--- src/rtl/xg_mac_tx_arbiter.sv ---
// Frame-level round-robin arbiter muxing NUM_PORTS AXI-Stream sources onto one MAC TX stream.
// Latency 1 cycle (registered output); source ready follows output-register drain, so downstream stalls reach the granted port combinationally.
module xg_mac_tx_arbiter #(
    parameter int NUM_PORTS = 4,
    parameter int DATA_BITS = 64,
    parameter int KEEP_BITS = 8
) (
    input  logic                           clock,
    input  logic                           aresetn,
    input  logic [NUM_PORTS*DATA_BITS-1:0] saxis_tdata,
    input  logic [NUM_PORTS*KEEP_BITS-1:0] saxis_tkeep,
    input  logic [NUM_PORTS-1:0]           saxis_tuser,
    input  logic [NUM_PORTS-1:0]           saxis_tlast,
    input  logic [NUM_PORTS-1:0]           saxis_tvalid,
    output logic [NUM_PORTS-1:0]           saxis_tready,
    output logic [DATA_BITS-1:0]           maxis_tdata,
    output logic [KEEP_BITS-1:0]           maxis_tkeep,
    output logic                           maxis_tuser,
    output logic                           maxis_tlast,
    output logic                           maxis_tvalid,
    input  logic                           maxis_tready,
    output logic [NUM_PORTS-1:0]           grant,
    output logic                           busy
);

    localparam int PW = (NUM_PORTS > 1) ? $clog2(NUM_PORTS) : 1;

    typedef enum logic {S_IDLE, S_LOCKED} state_t;

    state_t                 r_state;
    logic [PW-1:0]          r_rr_ptr;
    logic [PW-1:0]          r_gidx;
    logic [NUM_PORTS-1:0]   r_grant;
    logic [DATA_BITS-1:0]   r_tdata;
    logic [KEEP_BITS-1:0]   r_tkeep;
    logic                   r_tuser;
    logic                   r_tlast;
    logic                   r_tvalid;

    logic                   w_out_free;
    logic                   w_acc;
    logic                   w_found;
    logic [PW-1:0]          w_idx;
    logic [PW-1:0]          w_cand;

    assign w_out_free   = !r_tvalid || maxis_tready;
    // r_grant is all-zero outside LOCKED, so this also forces ready low in IDLE and reset.
    assign saxis_tready = r_grant & {NUM_PORTS{w_out_free}};
    assign w_acc        = (r_state == S_LOCKED) && saxis_tvalid[r_gidx] && w_out_free;

    // First requester at or after the round-robin pointer, wrapping.
    always_comb begin
        w_found = 1'b0;
        w_idx   = '0;
        w_cand  = '0;
        for (int i = 0; i < NUM_PORTS; i++) begin
            w_cand = PW'((int'(r_rr_ptr) + i) % NUM_PORTS);
            if (!w_found && saxis_tvalid[w_cand]) begin
                w_found = 1'b1;
                w_idx   = w_cand;
            end
        end
    end

    always_ff @(posedge clock or negedge aresetn) begin
        if (!aresetn) begin
            r_state  <= S_IDLE;
            r_rr_ptr <= '0;
            r_gidx   <= '0;
            r_grant  <= '0;
            r_tdata  <= '0;
            r_tkeep  <= '0;
            r_tuser  <= 1'b0;
            r_tlast  <= 1'b0;
            r_tvalid <= 1'b0;
        end else begin
            if (w_acc) begin
                r_tdata  <= saxis_tdata[r_gidx*DATA_BITS +: DATA_BITS];
                r_tkeep  <= saxis_tkeep[r_gidx*KEEP_BITS +: KEEP_BITS];
                r_tuser  <= saxis_tuser[r_gidx];
                r_tlast  <= saxis_tlast[r_gidx];
                r_tvalid <= 1'b1;
            end else if (maxis_tready) begin
                r_tvalid <= 1'b0;
            end

            case (r_state)
                S_IDLE: begin
                    if (w_found) begin
                        r_state <= S_LOCKED;
                        r_gidx  <= w_idx;
                        r_grant <= {{(NUM_PORTS-1){1'b0}}, 1'b1} << w_idx;
                    end
                end
                S_LOCKED: begin
                    if (w_acc && saxis_tlast[r_gidx]) begin
                        r_state  <= S_IDLE;
                        r_grant  <= '0;
                        r_rr_ptr <= (r_gidx == PW'(NUM_PORTS-1)) ? '0 : r_gidx + 1'b1;
                    end
                end
                default: r_state <= S_IDLE;
            endcase
        end
    end

    assign maxis_tdata  = r_tdata;
    assign maxis_tkeep  = r_tkeep;
    assign maxis_tuser  = r_tuser;
    assign maxis_tlast  = r_tlast;
    assign maxis_tvalid = r_tvalid;
    assign grant        = r_grant;
    assign busy         = (r_state == S_LOCKED);

endmodule

--- config.mk ---
export PLATFORM = sky130hd
export DESIGN_NAME = xg_mac_tx_arbiter
export DESIGN_NICKNAME = d
export VERILOG_FILES = /design/src/rtl/xg_mac_tx_arbiter.sv
export SDC_FILE = /design/constraint.sdc
export NUM_CORES = 1
export LEC_CHECK = 0
export CAP_MARGIN = 10
export CORE_AREA = 2 2 152 154
export DETAILED_ROUTE_END_ITERATION = 8
export DIE_AREA = 0 0 154 156
export GPL_ROUTABILITY_DRIVEN = 0
export SYNTH_ARGS = -nofsm -noshare
export SYNTH_HDL_FRONTEND = slang
export SYNTH_SLANG_ARGS = --single-unit
--- constraint.sdc ---
create_clock -name clock -period 4.3 [get_ports clock]
set_input_delay 0.43 -clock clock [delete_from_list [all_inputs] [get_ports clock]]
set_output_delay 0.43 -clock clock [all_outputs]
set_load 0.01 [all_outputs]
==> run metrics <==
area delta synth->final 85.9%; DRT antenna net count 0; Worst Skew 0.0104 ns; status finished, final reports clean; Core ar. 22400 um^2; All-Layer GR Usage 15.2%; Hold Slack 0.0746 ns; Hold Path Class in -> async; hold buffer count at cts 0; fmax approximately 390 MHz; drt total wl roughly 18000 um; worst vdd ir 0.374 mV; P_leak 3.53 nW; most common cell after layout, fill and taps aside clkdlybuf4s50_1; syn avg cell area between 15 and 20 um^2; DP HPWL 14900 um; htree depth 3; Final Critical Period 2.54 ns; top routing layer in use met4; CTS root buf clkbuf_16; number of fill cells in the layout approximately 2100; ranking of synthesized cells by area dfrtp_1 41%, mux4_2 33%, mux2_1 11%; largest net degree at the start of global routing 75; cts repair resizes 0; PwrDens between 500 and 600 nW/um^2; share of the synthesized area in the top cell type between 40% and 50%; layout cells sized above 1 17.7%; sequential-to-total area share from yosys stat around 41%; postcts setup bufs 0; Initial Util 22.8%; Clock Tree Buf Depth 2; max_cap viols 0; total negative slack 0 ns; worst skew pair latency ~0.34 ns; Setup WS pre-CTS roughly 1.4 ns; Worst EP arrival 2.76 ns; final net count 983; Worst-Margin Slew a little over 1 ns; Syn Std Cell Area 5100 um^2; DR iter-0 viols 189; I/O pins just under 400; wire length of the first global-routing pass 28200 um; Ys Warns 0; metal2 WL 9520 um; period utilization 59.2%; most frequent cells in the layout 385 x clkdlybuf4s50_1, 82 x dfrtp_1, 75 x mux4_2, 52 x mux2_1, 23 x mux2_2; fin. max-slew vios 0; drt first pass iters 4; Die Height between 150 and 200 um; CTS clock-pin slew for the worst setup and hold paths 0.06 ns; M1 wire length 6950 um; Post-synth EDFFs 0; input/output buffers 386; async set-or-reset flop fraction in the synthesized netlist 100%; top_reg_cell synth dfrtp_1; Synth area leader dfrtp_1; startpoint types input pin; crit path capture type register; grt total ovfl 0; CTS tree yes; Die Area 24000 um^2; Slew HR 31.9%; RSZ-0062 raised after global routing no; cell count after synthesis 304; Mapped Nets 608; met3 wire length 1810 um; clock sink count 84; vias in the first global route 4923; final hold vios 0; antenna violations before repair 1; post-route design area approximately 9500 um^2; CP Max Fanout 32; DRC violations left 0; die width 154 um; routed vias/inst around 4.6; row cnt 55; Final setup viols 0; WS Path Type in -> reg; Unique masters post-synth 29; TritonCTS Buffers 9; Required @ worst endpoint 4.51 ns; WL/cell approximately 19 um; final total power 5.44 mW; routed vias 4436; dpl cell area just over 9000 um^2; Setup WS post-layout between 1.5 and 2 ns; reg2reg path depth 4; Synth Register Bits 84
## state kept, by name, summed over array words and instances (netlist names)
register	flops
maxis_tkeep	8
maxis_tlast	1
maxis_tdata	64
r_gidx	2
maxis_tuser	1
grant	4
maxis_tvalid	1
busy	1
r_rr_ptr	2
## area by class of cell
| type | count | area (um^2) | area share [%] |
|---|---|---|---|
| inverters | 2 | 7.51 | 0.0792 |
| multi-input cells | 191 | 2790 | 29.4 |
| flip-flops and latches | 84 | 2110 | 22.2 |
| clock buffers | 11 | 233 | 2.45 |
| repair buffers | 391 | 3910 | 41.2 |
| well taps | 285 | 357 | 3.76 |
| clock inverters | 4 | 75.1 | 0.792 |
| diodes | 1 | 2.50 | 0.0264 |
## per-stage QoR
stage / instances / utilization, %
global route: 968 / 42.4
CTS: 968 / 42.4
detailed placement: 953 / 41.0
floorplan: 304 / -
finish: 969 / 42.4
global placement: 953 / 41.0
## Yosys cell counts (2+ instances only)
| cell type | count |
|---|---|
| a21oi_1 | 4 |
| and2_1 | 4 |
| buf_2 | 3 |
| buf_4 | 8 |
| buf_6 | 4 |
| buf_8 | 4 |
| clkbuf_1 | 8 |
| dfrtp_1 | 84 |
| inv_1 | 2 |
| mux2_1 | 52 |
| mux2_2 | 23 |
| mux4_2 | 75 |
| nand2_1 | 9 |
| nand2b_1 | 3 |
| nor2_1 | 3 |
| o21ai_0 | 2 |
| o32ai_1 | 4 |
## final timing paths
kind	start	to	slack (ns)
setup / recovery	saxis_tvalid[3]	r_rr_ptr[1]	1.76
hold / removal	aresetn	maxis_tdata[25]	0.07
setup reg to reg	r_gidx[0]	r_rr_ptr[1]	1.83
hold reg to reg	maxis_tdata[27]	maxis_tdata[27]	0.49
max in group asynchronous	aresetn	maxis_tdata[45]	3.25
min in group clock	maxis_tdata[27]	maxis_tdata[27]	0.49
## per-layer routing
layer  vias up  global-route usage [%]
met5         -                       0
met4         0                    4.32
met3        15                    5.47
met2       237                    27.1
met1      2198                    17.3
li1       1986                       -
## worst max-delay path, stage by stage
cell	delay (ns)
clkdlybuf4s50_1	0.58
mux4_2	0.32
nand3_4	0.39
nor2b_1	0.63
mux2_2	0.40
## cell families after synthesis
family / count (synthesis) / share of synthesized area, %
AO/OA/AOI/OAI: 14 / 1.86
adder cells (fa/ha/maj): 1 / 0.245
flip-flops: 84 / 41.2
multiplexers: 151 / 49.9
buffers and inverters: 29 / 4.27
AND/OR/NAND/NOR: 25 / 2.53
## report_power, final
group | switching [mW] | total (mW) | internal (mW)
clock network | 0.306 | 0.812 | 0.506
logic | 1.24 | 3.17 | 1.93
registers | 0.247 | 1.46 | 1.21
total | 1.79 | 5.44 | 3.66
Power figures use the tool's default switching activity.
